## src/rtl/seg7_scan_mux_pkg.sv

```systemverilog
// Shared constants for the 7-segment scan driver: scan FSM states and hex glyphs.
// Glyphs are active-high {g,f,e,d,c,b,a}; output polarity is applied at the driver.
package seg7_scan_mux_pkg;

   localparam logic [0:0] ST_BLANK = 1'b0;
   localparam logic [0:0] ST_SHOW  = 1'b1;

   localparam logic [6:0] GLYPH_0 = 7'h3F;
   localparam logic [6:0] GLYPH_1 = 7'h06;
   localparam logic [6:0] GLYPH_2 = 7'h5B;
   localparam logic [6:0] GLYPH_3 = 7'h4F;
   localparam logic [6:0] GLYPH_4 = 7'h66;
   localparam logic [6:0] GLYPH_5 = 7'h6D;
   localparam logic [6:0] GLYPH_6 = 7'h7D;
   localparam logic [6:0] GLYPH_7 = 7'h07;
   localparam logic [6:0] GLYPH_8 = 7'h7F;
   localparam logic [6:0] GLYPH_9 = 7'h6F;
   localparam logic [6:0] GLYPH_A = 7'h77;
   localparam logic [6:0] GLYPH_B = 7'h7C;
   localparam logic [6:0] GLYPH_C = 7'h39;
   localparam logic [6:0] GLYPH_D = 7'h5E;
   localparam logic [6:0] GLYPH_E = 7'h79;
   localparam logic [6:0] GLYPH_F = 7'h71;

   // Maps an active-high segment pattern onto the physical pin polarity.
   function automatic logic [6:0] seg_pol(input logic [6:0] segs, input bit active_low);
      return active_low ? ~segs : segs;
   endfunction

endpackage

```

## src/rtl/seg7_scan_mux_if.sv

```systemverilog
// Display-side bundle of the scan driver: data/load/strobe inputs and the pin outputs.
// The master drives digit data and the scan strobe; the slave is the scan driver.
interface seg7_scan_mux_if #(
   parameter int NDIGITS = 4
);

   logic                   tick;
   logic [4*NDIGITS-1:0]   digits;
   logic [NDIGITS-1:0]     dp_in;
   logic                   load;
   logic                   lz_en;
   logic [NDIGITS-1:0]     an;
   logic [6:0]             seg;
   logic                   dp;
   logic                   frame_done;

   modport master (
      output tick, digits, dp_in, load, lz_en,
      input  an, seg, dp, frame_done
   );

   modport slave (
      input  tick, digits, dp_in, load, lz_en,
      output an, seg, dp, frame_done
   );

endinterface

```

## src/rtl/seg7_hex_decode.sv

```systemverilog
// Combinational hex nibble to active-high 7-segment glyph {g,f,e,d,c,b,a}.
// Pure lookup with no state, usable by any display block.
module seg7_hex_decode
   import seg7_scan_mux_pkg::*;
(
   input  logic [3:0] nibble,
   output logic [6:0] segs
);

   always_comb begin
      segs = GLYPH_0;
      case (nibble)
         4'h0: segs = GLYPH_0;
         4'h1: segs = GLYPH_1;
         4'h2: segs = GLYPH_2;
         4'h3: segs = GLYPH_3;
         4'h4: segs = GLYPH_4;
         4'h5: segs = GLYPH_5;
         4'h6: segs = GLYPH_6;
         4'h7: segs = GLYPH_7;
         4'h8: segs = GLYPH_8;
         4'h9: segs = GLYPH_9;
         4'hA: segs = GLYPH_A;
         4'hB: segs = GLYPH_B;
         4'hC: segs = GLYPH_C;
         4'hD: segs = GLYPH_D;
         4'hE: segs = GLYPH_E;
         4'hF: segs = GLYPH_F;
         default: segs = GLYPH_0;
      endcase
   end

endmodule

```

## src/rtl/seg7_scan_mux.sv

```systemverilog
// Tick-paced BLANK/SHOW scan of NDIGITS 7-segment digits with double-buffered data.
// Outputs are registered and move on the same edge as the FSM; no backpressure, tick is a strobe.
module seg7_scan_mux
   import seg7_scan_mux_pkg::*;
#(
   parameter int NDIGITS = 4,
   parameter bit SEG_AL  = 1'b1,
   parameter bit AN_AL   = 1'b1
) (
   input  logic           clk,
   input  logic           rst,
   seg7_scan_mux_if.slave bus
);

   localparam int              IW      = (NDIGITS > 1) ? $clog2(NDIGITS) : 1;
   localparam int              DW      = 4 * NDIGITS;
   localparam logic [IW-1:0]   LAST    = IW'(NDIGITS - 1);
   localparam logic [NDIGITS-1:0] AN_OFF = {NDIGITS{AN_AL}};
   localparam logic [6:0]      SEG_OFF = {7{SEG_AL}};
   localparam logic            DP_OFF  = SEG_AL;

   logic [0:0]          state, state_nxt;
   logic [IW-1:0]       idx, idx_nxt;
   logic                pending, pending_nxt;
   logic [DW-1:0]       staging_dig;
   logic [NDIGITS-1:0]  staging_dp;
   logic [DW-1:0]       shadow_dig, shadow_dig_nxt;
   logic [NDIGITS-1:0]  shadow_dp, shadow_dp_nxt;
   logic                boundary;

   logic [NDIGITS-1:0]  an_q;
   logic [6:0]          seg_q;
   logic                dp_q;
   logic                frame_done_q;

   logic [NDIGITS-1:0]  onehot;
   logic [NDIGITS-1:0]  lz_blank;
   logic                upper_zero;
   logic [3:0]          sel_nib;
   logic                sel_dp;
   logic                sel_blank;
   logic [6:0]          dec_segs;

   // Frame boundary: the tick that ends SHOW of the last digit.
   assign boundary = bus.tick && (state == ST_SHOW) && (idx == LAST);

   always_comb begin
      state_nxt = state;
      idx_nxt   = idx;
      if (bus.tick) begin
         if (state == ST_BLANK) begin
            state_nxt = ST_SHOW;
         end else begin
            state_nxt = ST_BLANK;
            idx_nxt   = (idx == LAST) ? '0 : idx + 1'b1;
         end
      end
   end

   // A load landing on the boundary edge bypasses staging and goes straight to display.
   always_comb begin
      shadow_dig_nxt = shadow_dig;
      shadow_dp_nxt  = shadow_dp;
      pending_nxt    = pending;
      if (boundary) begin
         pending_nxt = 1'b0;
         if (bus.load) begin
            shadow_dig_nxt = bus.digits;
            shadow_dp_nxt  = bus.dp_in;
         end else if (pending) begin
            shadow_dig_nxt = staging_dig;
            shadow_dp_nxt  = staging_dp;
         end
      end else if (bus.load) begin
         pending_nxt = 1'b1;
      end
   end

   // Digit i>0 is a leading zero when it and every digit above it are zero.
   always_comb begin
      upper_zero = 1'b1;
      lz_blank   = '0;
      for (int i = NDIGITS - 1; i > 0; i--) begin
         upper_zero  = upper_zero && (shadow_dig_nxt[4*i +: 4] == 4'h0);
         lz_blank[i] = upper_zero;
      end
   end

   always_comb begin
      onehot    = '0;
      sel_nib   = 4'h0;
      sel_dp    = 1'b0;
      sel_blank = 1'b0;
      for (int i = 0; i < NDIGITS; i++) begin
         if (idx_nxt == IW'(i)) begin
            onehot[i] = 1'b1;
            sel_nib   = shadow_dig_nxt[4*i +: 4];
            sel_dp    = shadow_dp_nxt[i];
            sel_blank = bus.lz_en && lz_blank[i];
         end
      end
   end

   seg7_hex_decode u_decode (
      .nibble (sel_nib),
      .segs   (dec_segs)
   );

   always_ff @(posedge clk) begin
      if (!rst) begin
         state        <= ST_BLANK;
         idx          <= '0;
         pending      <= 1'b0;
         staging_dig  <= '0;
         staging_dp   <= '0;
         shadow_dig   <= '0;
         shadow_dp    <= '0;
         an_q         <= AN_OFF;
         seg_q        <= SEG_OFF;
         dp_q         <= DP_OFF;
         frame_done_q <= 1'b0;
      end else begin
         state        <= state_nxt;
         idx          <= idx_nxt;
         pending      <= pending_nxt;
         shadow_dig   <= shadow_dig_nxt;
         shadow_dp    <= shadow_dp_nxt;
         frame_done_q <= boundary;
         if (bus.load) begin
            staging_dig <= bus.digits;
            staging_dp  <= bus.dp_in;
         end
         if (state_nxt == ST_SHOW) begin
            an_q  <= AN_AL ? ~onehot : onehot;
            seg_q <= sel_blank ? SEG_OFF : seg_pol(dec_segs, SEG_AL);
            dp_q  <= sel_dp ^ SEG_AL;
         end else begin
            an_q  <= AN_OFF;
            seg_q <= SEG_OFF;
            dp_q  <= DP_OFF;
         end
      end
   end

   assign bus.an         = an_q;
   assign bus.seg        = seg_q;
   assign bus.dp         = dp_q;
   assign bus.frame_done = frame_done_q;

endmodule
```

## src/flat_wrapper.sv

```systemverilog
// flat-port wrapper written by rule: the top's interface ports become plain ports
module seg7_scan_mux_flat import seg7_scan_mux_pkg::*;
#(
   parameter int NDIGITS = 4,
   parameter bit SEG_AL  = 1'b1,
   parameter bit AN_AL   = 1'b1
)
  (clk, rst, bus_tick, bus_digits, bus_dp_in, bus_load, bus_lz_en, bus_an, bus_seg, bus_dp, bus_frame_done);
  seg7_scan_mux_if #(.NDIGITS(NDIGITS)) bus_i ();
  input  logic clk;
  input  logic rst;
  input wire logic [$bits(bus_i.tick)-1:0] bus_tick;
  input wire logic [$bits(bus_i.digits)-1:0] bus_digits;
  input wire logic [$bits(bus_i.dp_in)-1:0] bus_dp_in;
  input wire logic [$bits(bus_i.load)-1:0] bus_load;
  input wire logic [$bits(bus_i.lz_en)-1:0] bus_lz_en;
  output wire logic [$bits(bus_i.an)-1:0] bus_an;
  output wire logic [$bits(bus_i.seg)-1:0] bus_seg;
  output wire logic [$bits(bus_i.dp)-1:0] bus_dp;
  output wire logic [$bits(bus_i.frame_done)-1:0] bus_frame_done;
  assign bus_i.tick = bus_tick;
  assign bus_i.digits = bus_digits;
  assign bus_i.dp_in = bus_dp_in;
  assign bus_i.load = bus_load;
  assign bus_i.lz_en = bus_lz_en;
  assign bus_an = bus_i.an;
  assign bus_seg = bus_i.seg;
  assign bus_dp = bus_i.dp;
  assign bus_frame_done = bus_i.frame_done;
  seg7_scan_mux #(.NDIGITS(NDIGITS), .SEG_AL(SEG_AL), .AN_AL(AN_AL)) u_core (.clk(clk), .rst(rst), .bus(bus_i));
endmodule
```

## config.mk

```make
export PLATFORM = sky130hd
export DESIGN_NAME = seg7_scan_mux_flat
export DESIGN_NICKNAME = d
export VERILOG_FILES = /design/src/rtl/seg7_scan_mux_pkg.sv /design/src/rtl/seg7_scan_mux_if.sv /design/src/rtl/seg7_hex_decode.sv /design/src/rtl/seg7_scan_mux.sv /design/src/flat_wrapper.sv
export SDC_FILE = /design/constraint.sdc
export NUM_CORES = 1
export LEC_CHECK = 0
export ABC_AREA = 1
export CORE_ASPECT_RATIO = 0.9
export CORE_UTILIZATION = 25
export CTS_CLUSTER_DIAMETER = 40
export DETAILED_ROUTE_END_ITERATION = 10
export DONT_BUFFER_PORTS = 1
export GPL_TIMING_DRIVEN = 1
export PLACE_DENSITY = 0.48
export REMOVE_ABC_BUFFERS = 1
export SETUP_SLACK_MARGIN = 0.2
export SLEW_MARGIN = 5
export SYNTH_ARGS = -nofsm -noshare
export SYNTH_HDL_FRONTEND = slang
export SYNTH_SLANG_ARGS = --single-unit
```

## constraint.sdc

```tcl
create_clock -name clk -period 3.85 [get_ports clk]
set_clock_uncertainty 0.1 [all_clocks]
set_input_delay 0 -clock clk [delete_from_list [all_inputs] [get_ports clk]]
set_output_delay 0 -clock clk [all_outputs]
set_load 0.03 [all_outputs]
```

## After elaboration in Yosys (flattened, before gate mapping)

Memory sizes are Yosys's and may differ from the RTL's.
Index checks and enable logic that the tools add are counted.

- Bits in registers: 57
- ROM bits: 112
- Input port bits: 25
- Word-level logic and storage cells: 62
- Memories: 1

- Add/sub/neg operators: 1
- Equality and inequality tests: 4
- Mux-type cells: 26
- Bitwise logic cells: 5
- Reductions and logical operators: 14

Memory list:

| memory | depth | bits a word | rd ports | clocked after Yosys merged registers in | write ports | RTL line | source |
|---|---|---|---|---|---|---|---|
| (no name shown) | 16 | 7 | 1 | 0 | 0 | seg7_hex_decode.sv:12 | `case (nibble)` |

Operators by type and width:

| cell | count |
|---|---|
| 16-bit 2-to-1 mux | 3 |
| 4-bit 2-to-1 mux | 7 |
| 1-bit 2-to-1 mux | 13 |
| 4-bit logical NOT | 3 |
| 1-bit logical AND | 7 |
| 7-bit NOT | 1 |
| 2-bit == test (second input constant) | 3 |
| 2-bit 2-to-1 mux | 3 |
| 4-bit NOT | 1 |
| 1-bit NOT | 3 |
| 3-bit OR reduction | 1 |
| 2-bit by 1-bit adder with 2-bit output (second input constant) | 1 |
| 2-bit by 1-bit == test with 1-bit output (second input constant) | 1 |
| 2-bit logical NOT | 1 |
| 2-bit AND reduction | 1 |
| 2-bit OR reduction | 1 |

## Longest topological paths before layout

- Word-level depth: 11
- Depth in mapped cells: 16
- Depth with buffers taken out: 15

## Cells and area by module

From an unflattened synthesis, not the netlist that was laid out.

- Cells, all modules: 360
- Area total of the unflattened synthesis: 2612.5 µm²

By module, submodules not included:

| module | instances | cells each | area each (µm²) | seq. area each (µm²) |
|---|---|---|---|---|
| seg7_scan_mux | 1 | 308 | 2342.2 | 1141.1 |
| seg7_hex_decode | 1 | 52 | 270.3 | 0.0 |

## Worst setup path before layout

No wires, ideal clock.

- Kind: register -> register
- From: register u_core.state
- To: register u_core.seg_q[3], in the netlist u_core.bus.seg[3]
- Library setup time: 0.058 ns
- Arrival time: 1.928 ns
- Path slack: 1.764 ns
- Stages on the path, launching flop included: 17
- Cell sequence: dfxtp_1 > ha_1 > nand2_4 > inv_2 > nand2_4 > buf_6 > nand2_2 > nand2_2 > nand2_1 > nand3_1 > nor2_2 > ha_1 > inv_1 > nand2_1 > nand3_1 > nand2_1 > nand2_1

- Longest elaborated chain between the ends: 11

Ends and longest elaborated chain:

| what | RTL line | source |
|---|---|---|
| start: declaration | seg7_scan_mux.sv:22 | `logic [0:0] state, state_nxt;` |
| start signal: assignment | seg7_scan_mux.sv:123 | `state <= state_nxt;` |
| parallel branches: the longest is 11 deep, another holds memory read 16 x 7 bit | n/a |  |
| end signal: assignment | seg7_scan_mux.sv:135 | `seg_q <= sel_blank ? SEG_OFF : seg_pol(dec_segs, SEG_AL);` |
| end: declaration | seg7_scan_mux.sv:32 | `logic [6:0] seg_q;` |

Several ways; the timed one is not identified.
A chain may end at the register's enable or synchronous reset.

## Final worst setup path

- From: input bus_load
- To: register u_core.seg_q[3], in the netlist u_core.bus.seg[3]

- Longest elaborated chain between the ends: 10

Ends and longest elaborated chain:

| what | RTL line | source |
|---|---|---|
| start: declaration | flat_wrapper.sv:15 | `input wire logic [$bits(bus_i.load)-1:0] bus_load;` |
| 16-bit 2-to-1 mux * | seg7_scan_mux.sv:67 | `if (bus.load) begin` |
| 16-bit 2-to-1 mux * | seg7_scan_mux.sv:65 | `if (boundary) begin` |
| parallel branches: the longest is 8 deep, another holds memory read 16 x 7 bit | n/a |  |

Every way passes the cells marked *.

==> impl_results.md <==
- Post-route ant nets: 0
- RePlAce Congestion: between 0.8 and 0.9
- Ant. Diodes: 0
- Fin crit share: 72.2%
- Ys flop type: dfxtp_1
- Area grow syn2layout: 22.4%
- Final Slew Violations: 0
- Nets: 444
- Hold_ws: -0.000878 ns
- Synthesized area: between 2000 and 3000 sq um
- Setup TNS: 0 ns
- Gr usage total: 13.8%
- Root Buffer: clkbuf_16
- DRC viols: 0
- CP Capture Type: flop
- Final WL: a little under 7000 um
- Initial core utilization: between 20% and 30%
- Post-layout min period: around 2.8 ns
- Crit-path cells: dlygate4sd3_1 -> inv_4 -> nand2_4 -> nand2_4 -> nand2_2 -> nand2_2 -> nand2_1 -> nand3_1 -> nor2_2 -> ha_1 -> inv_1 -> nand2_1 -> nand3_1 -> nand2_1 -> nand2_1
- Num rows: 36
- Slew Limit Headroom: about 30%
- Max VDD drop: about 240 uV
- Initial DRT Pass Iterations: 4
- CTS tree: built
- Most frequent cell after synthesis: nand2_1
- Power per cell area: 440 nW/um^2
- Final Util: 31.5%
- Share of layout cells above drive strength 1: 14.9%
- Antenna violations before repair: 0
- Seq/Total Area, Yosys: about two fifths
- Yosys top cell area share: between 40% and 50%
- Die area: 11600 sq um
- Vias in the first global route: approximately 2500
- CP dominant cell by count: nand2_1
- Area contributors post-synth: dfxtp_1, nand2_1, nand3_1, a21oi_1, nand2_2
- CTS max path bufs: 2
- Arr. time, crit path: between 2 and 3 ns
- RSZ-0062 raised after global routing: no
- Vias per std cell: about 4.3
- Worst-skew pair later-pin latency: around 0.34 ns
- CP top delay family: buffers and inverters
- Die Ht: between 100 and 150 um
- Multi-input gate area: 1470 sq um
- Register bit total from synthesis: between 50 and 60
- Slowest stage delay, CP: around 1.2 ns
- Kind of critical path: input pin to flop
- Fill cells: 1205
- Clock sink count: 57
- Worst-Margin Slew: about 1.0 ns
- Worst Path Required: 4.03 ns
- Mean post-synth cell area: 7.24 sq um
- Hpwl dp: just under 5000 um
- Cts bufs inserted: 9
- Post-synth top cells: nand2_1, dfxtp_1, nand3_1
- Worst path bufs/invs: 3
- Global route total overflow: 0
- Largest net degree at the start of global routing: 45
- Slowest-stage cell, CP: dlygate4sd3_1
- Worst Hold Class: input pin to flop
- Post-synth EDFFs: 0
- Failing checks: hold timing
- DR iter-0 viols: around 120
- First-pass GRT wire length: about 12000 um
- CTS clk-pin slew, worst paths: about 0.050 ns
- Synth unique cells: 27
- Register Area: around 1100 sq um
- H-tree depth: 3
- Setup violators final: 0
- Routed length per instance: 12.1 um
- Final hold violations: 1
- Max-cap viol count: 0
- Outcome: finished with violations
- Post-CTS sizing: 0
- Lkg Pwr: approximately 0.0016 uW
- Core area: around 11000 sq um
- Leading area contributor after synthesis: dfxtp_1
- Worst Path Max Fanout: 23
- PortBufs: 0
- YS warnings: 0
- Horiz. Die Dim: ~110 um
- Fmax: around 0.36 GHz
- # IOs: 38
- Startpoint types: input pin
- Post-synth ARST share: 0%
- Routed via count: roughly 2400
- Post-Syn Instances: just under 400
## layer usage
layer  vias to the layer above  wire [um]  global-route usage (%)
met4                         0         95                    5.16
met5                         -          0                       0
met1                      1077       3510                    16.8
met2                        39       2910                    21.8
li1                       1287          -                       -
met3                        12        330                    5.69
## flip-flops by register name (all words and copies together) (netlist names)
register               cells
u_core.state               1
u_core.bus.frame_done      1
u_core.idx                 2
u_core.shadow_dig         16
u_core.bus.an              4
u_core.staging_dp          4
u_core.shadow_dp           4
u_core.pending             1
u_core.bus.seg             7
u_core.bus.dp              1
u_core.staging_dig        16
## area by class of cell
type,count,share of cell area [%]
Clock inverter,3,0.513
Clock buffer,12,7.22
Sequential cell,57,33.4
Inverter,25,2.86
Multi-Input combinational cell,293,43.2
Tap cell,152,5.57
Timing Repair Buffer,25,7.26
## layout by cell type (no fill, tap or decap)
cell	Yosys	layout
o21ai_0	3	3
clkinvlp_4	0	1
clkinv_1	1	1
nand2_2	20	20
inv_2	4	4
nand2_4	4	4
nor2_4	2	2
nor2_1	29	29
clkbuf_16	0	9
nand4_4	2	2
a21oi_1	33	33
clkinv_2	1	3
nand2_1	134	134
nand4_1	2	2
buf_4	0	1
clkbuf_8	0	1
mux2i_1	1	1
dfxtp_1	57	57
dlygate4sd3_1	0	24
inv_1	18	18
nand3_1	35	35
nand3_2	5	5
nor3_1	1	1
a22oi_1	4	4
ha_1	8	8
clkbuf_1	4	2
inv_4	1	1
nor2_2	8	8
o21ai_1	1	1
a21oi_2	1	1
## worst paths after layout
check | startpoint | to | slack (ns) | cells past startpoint
max reg2reg | u_core.state | u_core.bus.seg[3] | 1.32 | 15
max | bus_load | u_core.bus.seg[3] | 1.07 | 15
min reg2reg | u_core.staging_dig[8] | u_core.staging_dig[8] | 0.36 | 2
min | bus_tick | u_core.bus.frame_done | -0.0009 | 3
## logic make-up (layout without fill, tap and decap cells)
kind of cell    after synthesis  after routing  share of synthesized area (%)
compound gates               42             42                           8.03
fa+ha+maj                     8              8                           3.59
buf+inv                      35             65                           6.24
flops                        57             57                           40.9
mux                           1              1                          0.359
simple gates                242            242                           40.9
## power by group
part	internal, uW	switching, uW
clock	446	270
sequential	616	31.7
combinational	50.1	88.5
total	1110	390
## what timing repair did
action | in CTS | in global routing
hold buffers | 24 | 0
endpoints found under the hold margin | 54 | 0
setup buffers | 0 | 0
## stage by stage
stage          total power, uW  setup slack (ns)  cell area, sq um  std cells  hold slack [ns]
2_1_floorplan              746              1.71              2710        375           0.0445
3_3_place_gp               774              1.39              2910        528           0.0601
3_5_place_dp               776              1.35              2910        528           0.0620
4_1_cts                   1520              1.03              3410        567          0.00475
5_1_grt                   1590             0.701              3410        567           0.0262
6_report                  1500              1.07              3410        567        -0.000878
## worst min-delay path: stages
cell	delay [ns]
ha_1	0.17
nand2_4	0.10
nor2_1	0.12
Power figures use the tool's default switching activity.
